$ cat src/rtl/vga_image_reader_if.sv
// Read-only image memory port between the VGA reader (master) and the image RAM (slave).
// The RAM returns mem_rdata one clk after a cycle with mem_rd_en high; there is no backpressure.
interface vga_image_reader_if #(
    parameter int ADDR_W = 24
);
    logic [ADDR_W-1:0] mem_addr;
    logic              mem_rd_en;
    logic [7:0]        mem_rdata;

    modport master (output mem_addr, output mem_rd_en, input mem_rdata);
    modport slave  (input mem_addr, input mem_rd_en, output mem_rdata);
endinterface

$ cat src/rtl/vga_image_reader.sv
// VGA timing generator and grayscale image streamer for a synchronous-read image memory.
// Pixel rate is clk/2; the image sits top-left and is gated per frame by `show`.
module vga_image_reader #(
    parameter int                IMG_W     = 256,
    parameter int                IMG_H     = 256,
    parameter int                ADDR_W    = 24,
    parameter logic [ADDR_W-1:0] BASE_ADDR = '0,
    parameter int                H_VIS     = 640,
    parameter int                H_FP      = 16,
    parameter int                H_SYNC    = 96,
    parameter int                H_BP      = 48,
    parameter int                V_VIS     = 480,
    parameter int                V_FP      = 10,
    parameter int                V_SYNC    = 2,
    parameter int                V_BP      = 33
) (
    input  logic                       clk,
    input  logic                       reset,
    input  logic                       show,
    vga_image_reader_if.master         mem,
    output logic                       vga_clk,
    output logic                       hsync,
    output logic                       vsync,
    output logic                       blank_n,
    output logic                       sync_n,
    output logic [7:0]                 r,
    output logic [7:0]                 g,
    output logic [7:0]                 b
);
    localparam int H_TOT = H_VIS + H_FP + H_SYNC + H_BP;
    localparam int V_TOT = V_VIS + V_FP + V_SYNC + V_BP;
    localparam int HW    = $clog2(H_TOT);
    localparam int VW    = $clog2(V_TOT);

    localparam logic [HW-1:0] H_LAST   = HW'(H_TOT - 1);
    localparam logic [VW-1:0] V_LAST   = VW'(V_TOT - 1);
    localparam logic [HW-1:0] H_VIS_C  = HW'(H_VIS);
    localparam logic [VW-1:0] V_VIS_C  = VW'(V_VIS);
    localparam logic [HW-1:0] IMG_W_C  = HW'(IMG_W);
    localparam logic [VW-1:0] IMG_H_C  = VW'(IMG_H);
    localparam logic [HW-1:0] HS_START = HW'(H_VIS + H_FP);
    localparam logic [HW-1:0] HS_END   = HW'(H_VIS + H_FP + H_SYNC);
    localparam logic [VW-1:0] VS_START = VW'(V_VIS + V_FP);
    localparam logic [VW-1:0] VS_END   = VW'(V_VIS + V_FP + V_SYNC);

    logic          pix_en;
    logic [HW-1:0] h, h_nxt;
    logic [VW-1:0] v, v_nxt;
    logic          frame_on, frame_on_nxt;
    logic          frame_wrap;
    logic          visible, in_img, in_img_nxt;
    logic          hs_act, vs_act;
    logic [7:0]    pix;

    always_comb begin
        frame_wrap   = (h == H_LAST) && (v == V_LAST);
        h_nxt        = (h == H_LAST) ? '0 : h + 1'b1;
        v_nxt        = v;
        if (h == H_LAST) begin
            v_nxt = (v == V_LAST) ? '0 : v + 1'b1;
        end
        // show is only looked at as a new frame begins, so a frame is never torn
        frame_on_nxt = frame_wrap ? show : frame_on;
        visible      = (h < H_VIS_C) && (v < V_VIS_C);
        in_img       = frame_on && (h < IMG_W_C) && (v < IMG_H_C);
        in_img_nxt   = frame_on_nxt && (h_nxt < IMG_W_C) && (v_nxt < IMG_H_C);
        hs_act       = (h >= HS_START) && (h < HS_END);
        vs_act       = (v >= VS_START) && (v < VS_END);
    end

    always_ff @(posedge clk) begin
        if (!reset) begin
            pix_en        <= 1'b0;
            vga_clk       <= 1'b0;
            h             <= '0;
            v             <= '0;
            frame_on      <= 1'b0;
            hsync         <= 1'b1;
            vsync         <= 1'b1;
            blank_n       <= 1'b0;
            pix           <= 8'h00;
            mem.mem_rd_en <= 1'b0;
            mem.mem_addr  <= BASE_ADDR;
        end else begin
            pix_en        <= ~pix_en;
            vga_clk       <= pix_en;
            mem.mem_rd_en <= 1'b0;
            if (pix_en) begin
                h        <= h_nxt;
                v        <= v_nxt;
                frame_on <= frame_on_nxt;
                // outputs describe the pixel being left; its read data arrived this cycle
                hsync    <= ~hs_act;
                vsync    <= ~vs_act;
                blank_n  <= visible;
                pix      <= in_img ? mem.mem_rdata : 8'h00;
                // image pixels are visited in raster order, so a running pointer replaces v*IMG_W+h
                mem.mem_rd_en <= in_img_nxt;
                if (frame_wrap) begin
                    mem.mem_addr <= BASE_ADDR;
                end else if (in_img_nxt) begin
                    mem.mem_addr <= mem.mem_addr + 1'b1;
                end
            end
        end
    end

    assign sync_n = 1'b0;
    assign r      = pix;
    assign g      = pix;
    assign b      = pix;
endmodule

$ cat src/flat_wrapper.sv
// flat-port wrapper written by rule: the top's interface ports become plain ports
module vga_image_reader_flat 
#(
    parameter int                IMG_W     = 256,
    parameter int                IMG_H     = 256,
    parameter int                ADDR_W    = 24,
    parameter logic [ADDR_W-1:0] BASE_ADDR = '0,
    parameter int                H_VIS     = 640,
    parameter int                H_FP      = 16,
    parameter int                H_SYNC    = 96,
    parameter int                H_BP      = 48,
    parameter int                V_VIS     = 480,
    parameter int                V_FP      = 10,
    parameter int                V_SYNC    = 2,
    parameter int                V_BP      = 33
)
  (clk, reset, show, vga_clk, hsync, vsync, blank_n, sync_n, r, g, b, mem_mem_addr, mem_mem_rd_en, mem_mem_rdata);
  vga_image_reader_if #(.ADDR_W(ADDR_W)) mem_i ();
  input  logic clk;
  input  logic reset;
  input  logic show;
  output logic vga_clk;
  output logic hsync;
  output logic vsync;
  output logic blank_n;
  output logic sync_n;
  output logic [7:0] r;
  output logic [7:0] g;
  output logic [7:0] b;
  output wire logic [$bits(mem_i.mem_addr)-1:0] mem_mem_addr;
  output wire logic [$bits(mem_i.mem_rd_en)-1:0] mem_mem_rd_en;
  input wire logic [$bits(mem_i.mem_rdata)-1:0] mem_mem_rdata;
  assign mem_mem_addr = mem_i.mem_addr;
  assign mem_mem_rd_en = mem_i.mem_rd_en;
  assign mem_i.mem_rdata = mem_mem_rdata;
  vga_image_reader #(.IMG_W(IMG_W), .IMG_H(IMG_H), .ADDR_W(ADDR_W), .BASE_ADDR(BASE_ADDR), .H_VIS(H_VIS), .H_FP(H_FP), .H_SYNC(H_SYNC), .H_BP(H_BP), .V_VIS(V_VIS), .V_FP(V_FP), .V_SYNC(V_SYNC), .V_BP(V_BP)) u_core (.clk(clk), .reset(reset), .show(show), .mem(mem_i), .vga_clk(vga_clk), .hsync(hsync), .vsync(vsync), .blank_n(blank_n), .sync_n(sync_n), .r(r), .g(g), .b(b));
endmodule
$ cat config.mk
export PLATFORM = sky130hd
export DESIGN_NAME = vga_image_reader_flat
export DESIGN_NICKNAME = d
export VERILOG_FILES = /design/src/rtl/vga_image_reader_if.sv /design/src/rtl/vga_image_reader.sv /design/src/flat_wrapper.sv
export SDC_FILE = /design/constraint.sdc
export NUM_CORES = 1
export LEC_CHECK = 0
export BUFFER_PORTS_ARGS = -buffer_cell sky130_fd_sc_hd__buf_4
export CAP_MARGIN = 10
export CORE_MARGIN = 1.5
export CORE_UTILIZATION = 40
export DETAILED_ROUTE_END_ITERATION = 16
export HOLD_SLACK_MARGIN = 0.1
export PLACE_DENSITY_LB_ADDON = 0.3
export SYNTH_ARGS = -nofsm -noshare
export SYNTH_HDL_FRONTEND = slang
export SYNTH_SLANG_ARGS = --single-unit
$ cat constraint.sdc
create_clock -name clk -period 2.43 [get_ports clk]
set_input_delay 0.243 -clock clk [delete_from_list [all_inputs] [get_ports clk]]
set_output_delay 0.243 -clock clk [all_outputs]
set_load 0.005 [all_outputs]
### Word-level counts from Yosys, hierarchy flattened

Cells that the tools add are included.

| storage, ports and cells | value |
|---|---|
| register bits after elaboration | 59 |
| bits in latches | 0 |
| RAM bits | 0 |
| memory bits (read-only) | 0 |
| bits of input ports | 11 |
| output and inout port bits | 54 |
| logic and storage cells | 47 |
| memories kept | 0 |

| operators by class | value |
|---|---|
| add/subtract/negate cells | 3 |
| multiply operators | 0 |
| div/mod/pow operators | 0 |
| order comparisons | 10 |
| eq/ne operators | 2 |
| shifts and indexed selects | 0 |
| multiplexer cells | 7 |
| bitwise logic cells | 3 |
| reduce and logical (&&, ||, !) cells | 11 |

Operator list:

| kind | number |
|---|---|
| 10-bit by 9-bit less-than comparator with 1-bit output, second input constant | 6 |
| 24-bit two-way mux | 2 |
| 10-bit two-way mux | 3 |
| 24-bit by 1-bit adder with 24-bit output, second input constant | 1 |
| 10-bit by 1-bit adder with 10-bit output, second input constant | 2 |
| 10-bit equality test, second input constant | 2 |
| 10-bit less-than comparator, second input constant | 2 |
| 10-bit >= comparator, second input constant | 1 |
| 10-bit by 9-bit >= comparator with 1-bit output, second input constant | 1 |
| 1-bit logical AND | 8 |
| 8-bit two-way mux | 1 |
| 2-bit AND reduction | 2 |
| 1-bit inverter | 3 |
| 2-bit nonzero test | 1 |
| 1-bit two-way mux | 1 |

### Logic depth before layout (Yosys ltp)

Gate-level depths: netlist (run 1).

| logic depth | value |
|---|---|
| depth in word-level cells | 7 |
| depth in mapped cells | 11 |

### Least setup slack after synthesis (run 1)

OpenSTA, ideal clock, no wires.

| timing path | value |
|---|---|
| path kind | register to register |
| start | reg u_core.h[0] |
| end | reg u_core.mem.mem_addr[20] |
| library setup time | 70 ps |
| data arrival time | 2414 ps |
| data required time | 2360 ps |
| setup slack | -55 ps |
| cell stages (with the launch flop) | 11 |
| cell sequence | dfxtp_1 ha_1 and4_1 and3_1 buf_4 a41oi_1 o31a_1 a21oi_2 buf_6 or4_1 a21oi_1 |

| between the ends | value |
|---|---|
| longest elaborated chain between the ends | 7 |

Ends and longest elaborated chain:

| what | line | source |
|---|---|---|
| from (decl) | vga_image_reader.sv:47 | `logic [HW-1:0] h, h_nxt;` |
| from (signal assigned) | vga_image_reader.sv:89 | `h <= h_nxt;` |
| 10-bit by 1-bit adder with 10-bit output or 10-bit equality test (tied branches) | vga_image_reader.sv:57, vga_image_reader.sv:56, vga_image_reader.sv:59 |  |
| 10-bit two-way mux or 1-bit logical AND (tied branches) | vga_image_reader.sv:57, vga_image_reader.sv:56 |  |
| 10-bit by 9-bit less-than comparator with 1-bit output or 1-bit two-way mux (tied branches) | vga_image_reader.sv:66, vga_image_reader.sv:63 |  |
| 1-bit logical AND (2 in series) | vga_image_reader.sv:66 | `in_img_nxt = frame_on_nxt && (h_nxt < IMG_W_C) && (v_nxt < IMG_H_C);` |
| 2-bit nonzero test (no source line) | - |  |
| 2-bit AND reduction (no source line) | - |  |
| to (signal assigned) | vga_image_reader.sv:102 | `mem.mem_addr <= mem.mem_addr + 1'b1;` |
| to (decl) | vga_image_reader_if.sv:10 | `modport master (output mem_addr, output mem_rd_en, input mem_rdata);` |

Several ways; a longest one is shown, not always the timed one.
A chain may end at the register's enable or synchronous reset.

### Worst setup path in the final report (run 1)

| timing path | value |
|---|---|
| start | reg u_core.h[6] |
| end | reg u_core.mem.mem_addr[11] |

Same word-level chain as after synthesis.

==> impl_metrics.ini, run 1 <==
[clock_tree]
path_clk_slew_ns = 0.07
cts-root-buf = clkbuf_8
clock-sinks = 59
cts_buffer_depth = 2
worstSkewPairLatency_ns = 0.34
h-tree-depth = 3
cts_tree = built
cts_buffers = 9

[placement]
place.gp.congestion = 0.853
dp_cells = 525
hpwl_um = 5380
io_buffer_count = 63
pre_cts_ws_ns = -0.130

[status]
violations = negative setup slack
status = finished, violations left

[critical_path]
reg2reg_depth = 9
worstSetupEndpointType = register
path_class = register to register
cp_data_arrival_time_ns = 2.78
critical_path_required_ns = 2.71
worstSetupStartpointType = register
critPathMaxFanout = 7

[finish]
drive_above_1_share_pct = 40.8
fin_cells = 552
fill_cells = 625
area_growth_pct = 42.8
antenna_cells = 0
layout.nets = 464
multi_input_comb_area_sq_mm = 0.00178
fin_util_pct = 59.3
ff_latch_area_sq_mm = 0.00119

[synth]
yosysWarnings = 0
yosysTopAreaCellShare_pct = 39.2
ys.flop_type = dfxtp_1
seq_area_frac_synth_pct = 39.2
yosys.area.top_type = dfxtp_1
syn_inst = 357
synth_fp_nets = 373
async_reset_ff_share_pct = 0
synth_edf_count = 0
yosys_register_bits = 59
syn_area_per_cell_sq_um = 8.44
syn_area_sq_mm = 0.00301
ys_types = 50
yosys-top-cells-area = dfxtp_1 39%, a21oi_1 4.5%, buf_4 4.5%, nand3_1 4.3%, or4_1 4.2%

[grt]
grtUsageTotal_pct = 19.5
antenna_found_initial = 0
grt.overflow.total = 0
grt_max_degree = 31
grt_pass1_vias = 2740
grt_first_pass_wirelength_um = 12900

[floorplanning]
die_y_um = 89.8
start_util_pct = 41.5
core_area_sq_mm = 0.00725
die_w_um = 89.8
rows = 31
die_area_sq_mm = 0.00806
io_pins = 65

[pwr]
sw_frac_of_total_pct = 21.4
power_w = 0.00210
peakVddDrop_v = 0.000273
power.net_switching_w = 0.000450
pwr-share-clk_pct = 48.0
pwr_density_cell_mw_per_mm2 = 488
internal_power_w = 0.00165
leakage_nw = 1.70
p_comb_share_pct = 5.1
seq_power_share_pct = 46.9

[timing]
relSlewSlack_pct = 44.6
fin_skew_ns = 0.0174
max_freq_mhz = 399
report.final.slew_viol_count = 0
period_share_pct = 103
whs_ns = 0.109
worst_slew_pin_slew_ns = 0.828
grt_setup_unrepaired = true
hold_violations = 0
period_minus_slack_ns = 2.50
worst_slack_ns = -0.0737
setup_violations = 11

[hold_path]
hold_class = input port to register
hold_depth = 2

[route]
drt_iter0_markers = 138
dr.pass1.iters = 4
drcViolationCount = 0
wl_per_cell_um = 14.8
wl_um = 8190
ant_nets = 0
vias = 3043
vias_per_cell = 5.51

[run]
maxCapViolCount = 0
==> sequential cells by signal, indices dropped and copies added, names as in the netlist <==
register              count
u_core.v                 10
u_core.vga_clk            1
u_core.blank_n            1
u_core.frame_on           1
u_core.b                  8
u_core.mem.mem_addr      24
u_core.h                 10
u_core.hsync              1
u_core.vsync              1
u_core.pix_en             1
u_core.mem.mem_rd_en      1
==> synth_stat cells, types with 2 or more instances <==
cell type and n:
a21oi_1 27, a22o_1 8, a31oi_1 4, and2_1 3
and3_1 12, and4_1 4, buf_2 3, buf_4 18
buf_6 2, clkbuf_1 14, dfxtp_1 59, ha_1 5
inv_1 10, nand2_1 28, nand3_1 26, nand4_1 7
nand4b_1 5, nor2_1 25, nor3_1 5, nor4_1 5
o211ai_1 2, o21ai_0 6, o21ai_1 5, o31a_1 2
o31ai_1 16, or3_1 6, or4_1 17, xnor2_1 5
xor2_1 7
==> metal layers <==
layer | part of all wire, % | routed length (um) | vias up | GRT usage (%)
met5 | 0 | 0 | - | 0
met2 | 44 | 3640 | 107 | 29.9
li1 | - | - | 1495 | -
met4 | 2.7 | 221 | 0 | 9.66
met3 | 6.1 | 501 | 20 | 5.08
met1 | 47 | 3820 | 1421 | 25.5
==> metrics by stage <==
stage          cell area (sq um)  TNS [ns]
2_1_floorplan               3020         0
3_3_place_gp                3730         0
3_5_place_dp                3730     -1.39
4_1_cts                     4020         0
5_1_grt                     4300     -3.47
6_report                    4300    -0.528
==> worst max-delay path, stage by stage (launching register included) <==
cell       delay (ns)
dfxtp_4          0.36
nor4b_4          0.31
buf_4            0.18
nand2_1          0.09
a221oi_2         0.31
o2111a_2         0.30
a21oi_4          0.11
clkbuf_16        0.18
or4_4            0.48
a21oi_2          0.13
==> cells in the final DEF (no fill, tap or decap), types with 4 or more instances in the layout <==
cell type and count:
buf_4 111, dfxtp_1 56, nand2_1 26, nand3_1 24, nor2_1 24, a21oi_2 15
o31ai_1 14, a21oi_1 12, and3_1 11, or4_4 11, clkbuf_8 11, inv_1 10
a22o_1 8, nand4_1 7, xor2_1 7, or4_1 6, o21ai_0 6, nor3_1 5
nor4_1 5, nand4b_1 5, xnor2_1 5, a31oi_1 4, ha_1 4
==> power by group through the flow <==
| stage | Combinational [W] | Clock [W] | Sequential, W |
|---|---|---|---|
| 2_1_floorplan | 0.0000496 | 0 | 0.00100 |
| 3_3_place_gp | 0.0000947 | 0 | 0.00100 |
| 3_5_place_dp | 0.0000945 | 0 | 0.00100 |
| 4_1_cts | 0.0000960 | 0.00103 | 0.000982 |
| 5_1_grt | 0.000115 | 0.00107 | 0.000984 |
| 6_report | 0.000107 | 0.00101 | 0.000983 |
==> layout make-up <==
class | count | area share [%]
clock buffers | 11 | 3.52
clock inverters | 5 | 1.75
multi-input cells | 250 | 41.4
flip-flops and latches | 59 | 27.7
repair buffers | 117 | 21.8
inverters | 11 | 0.960
well taps | 99 | 2.88
==> timing repair <==
| item | 4_1_cts | 5_1_grt |
|---|---|---|
| hold buffers | 0 | 0 |
| endpoints found under the setup margin | 21 | 22 |
| gates cloned | 0 | 3 |
| gates resized for setup | 11 | 43 |
| pin swaps | 3 | 39 |
| buffers inserted | 2 | 6 |
==> final timing paths <==
check	slack, ns	startpoint	end
worst max register to register	-0.07	u_core.h[6]	u_core.mem.mem_addr[11]
worst max-delay path	-0.07	u_core.h[6]	u_core.mem.mem_addr[11]
worst min register to register	0.45	u_core.hsync	u_core.hsync
worst min-delay path	0.11	mem_mem_rdata[4]	u_core.b[4]
==> kinds of logic (layout without fill, tap and decap cells) <==
group | after synthesis | after routing | share of synthesized area, %
buffers and inverters | 48 | 144 | 8.85
xor gates and xnor gates | 12 | 12 | 3.49
DFF | 59 | 59 | 39.2
muxes | 1 | 1 | 0.332
adders and majority gates | 5 | 5 | 2.08
AOI/OAI and AO/OA | 83 | 83 | 18.5
other | 1 | 1 | 0.124
and+or+nand+nor | 148 | 148 | 27.4
Power figures use the tool's default switching activity.
==> run 2, diff against run 1 <==
==> constraint.sdc (replaced) <==
create_clock -name clk -period 2.2 [get_ports clk]
set_input_delay 0.22 -clock clk [delete_from_list [all_inputs] [get_ports clk]]
set_output_delay 0.22 -clock clk [all_outputs]
set_load 0.005 [all_outputs]
==> impl_metrics.ini, run 2 (synthesized netlist as in run 1, its figures left out) <==
[critical_path]
critPathBufInv = 1
cp_top_family = simple AND/OR/NAND/NOR gates
reg2reg_depth = 8
worstSetupEndpointType = register
reg2reg_from = u_core.h[6]
worstSetupStartpointType = register
critical_path_required_ns = 2.47
critPathMaxFanout = 16
cp_data_arrival_time_ns = 2.72
reg2reg_to = u_core.mem.mem_addr[11]
r2r_setup_slack_ns = -0.24
path_class = register to register
cpMaxStageDelayCell = or4_4
path_cells = nor4b_4 -> nand2_1 -> a221oi_2 -> o2111a_2 -> a21oi_4 -> buf_12 -> or4_4 -> a21oi_2
slowest_delay_ns = 0.49

[timing]
max_freq_mhz = 409
worst_slack_ns = -0.245
relSlewSlack_pct = 63.9
setup_violations = 23
period_minus_slack_ns = 2.44
period_share_pct = 111
hold_violations = 0
grt_setup_unrepaired = true
whs_ns = 0.129
worst_slew_pin_slew_ns = 0.536
report.final.slew_viol_count = 0
fin_skew_ns = 0.0113

[finish]
layout_commonest_cell = buf_4
area_growth_pct = 47.0
layout.nets = 485
drive_above_1_share_pct = 39.5
top_register = u_core.mem.mem_addr
top_regs = u_core.mem.mem_addr (24), u_core.h (10), u_core.v (10)
antenna_cells = 0
largest_reg_flops = 24
layout_common_cells = 123 x buf_4, 54 x dfxtp_1, 27 x nand2_1

[route]
vias = 3123
wl_per_cell_um = 14.5
ant_nets = 0
drcViolationCount = 0
drt_iter0_markers = 178
vias_per_cell = 5.45
wl_um = 8310
dr.pass1.iters = 4

[hold_path]
min_from = reset
hold_depth = 2
holdPathEnd = u_core.vsync
hold_class = input port to register

[floorplanning]
core_area_sq_mm = 0.00725
die_y_um = 89.8
rows = 31
die_w_um = 89.8
die_area_sq_mm = 0.00806
io_pins = 65
start_util_pct = 41.5

[pwr]
leakage_nw = 1.77
power_w = 0.00221
peakVddDrop_v = 0.000325
pwr_density_cell_mw_per_mm2 = 499

[placement]
hpwl_um = 5340
io_buffer_count = 63
place.gp.congestion = 0.849

[grt]
grtUsageTotal_pct = 20.1
grt_max_degree = 23
antenna_found_initial = 0
grt_pass1_vias = 2937
grt.overflow.total = 0
grt_first_pass_wirelength_um = 13200

[run]
maxCapViolCount = 0

[clock_tree]
path_clk_slew_ns = 0.06
cts_buffers = 9
h-tree-depth = 3
cts-root-buf = clkbuf_8
worstSkewPairLatency_ns = 0.35
clock-sinks = 59
cts_buffer_depth = 2
cts_tree = built

[status]
violations = negative setup slack
status = finished, violations left
-- run 2: cell types whose count changed in the layout (fill, tap and decap cells not counted), sizes merged --
cell         change
buf             +14
bufbuf           +1
bufinv           -1
clkbuf           -2
clkinvlp         +1
dlygate4sd3      +8
-- run 2: how the worst max path moves through the flow --
stage,from,endpoint,depth (start not counted)
finish,u_core.h[6],u_core.mem.mem_addr[11],8
detailed placement,u_core.v[1],u_core.mem.mem_addr[18],10
CTS,u_core.h[5],u_core.mem.mem_addr[16],8
floorplan,u_core.h[0],u_core.mem.mem_addr[11],10
global placement,u_core.h[7],u_core.mem.mem_addr[19],8
global route,u_core.h[6],u_core.mem.mem_addr[11],8
-- run 2: area by class of cell --
| cell class | instances | area, sq um |
|---|---|---|
| fill | 602 | 2820 |
| multi-input combinational | 250 | 1750 |
| sequential | 59 | 1190 |
| timing repair buffer | 138 | 1130 |
| clock buffer | 11 | 141 |
| tap | 99 | 124 |
| clock inverter | 5 | 52.6 |
| inverter | 11 | 41.3 |
-- run 2: layer usage --
metal,global-route usage (%),share of wire [%],up-vias
met5,0,0,-
met4,9.66,1.9,0
met3,5.25,6.3,23
met2,33.5,48,117
met1,24.0,44,1449
li1,-,-,1534
-- run 2: worst reg2reg max path: cells and delay by family (launching register included) --
| family | cells | cell delay [ns] |
|---|---|---|
| compound gates | 4 | 0.86 |
| buf+inv | 1 | 0.15 |
| flops | 1 | 0.36 |
| simple gates | 3 | 1.01 |
-- run 2: stage by stage --
stage | std cells | setup WS [ns] | utilization, % | area [sq um] | TNS [ns]
after floorplan | 357 | -0.0802 | - | 3070 | -0.625
after global placement | 540 | -0.170 | 53.8 | 3900 | -2.18
after detailed placement | 540 | -0.289 | 53.8 | 3900 | -3.71
after CTS | 571 | -0.189 | 59.6 | 4320 | -2.71
after global routing | 573 | -0.315 | 61.1 | 4430 | -5.38
final | 573 | -0.245 | 61.1 | 4430 | -3.47
-- run 2: power by group --
group / switching (W) / internal (W) / leakage (nW)
Combinational: 0.0000735 / 0.0000716 / 1.19
Sequential: 0.00000841 / 0.00107 / 0.480
Clock: 0.000436 / 0.000548 / 0.0991
-- run 2: repair_timing --
| item | 4_1_cts | 5_1_grt |
|---|---|---|
| buffers inserted | 5 | 4 |
| gates resized for setup | 16 | 23 |
| hold endpoints to repair | 8 | 0 |
| cloned | 2 | 0 |
| pin swaps | 15 | 14 |
| hold buffers | 8 | 0 |
| endpoints found under the setup margin | 24 | 25 |
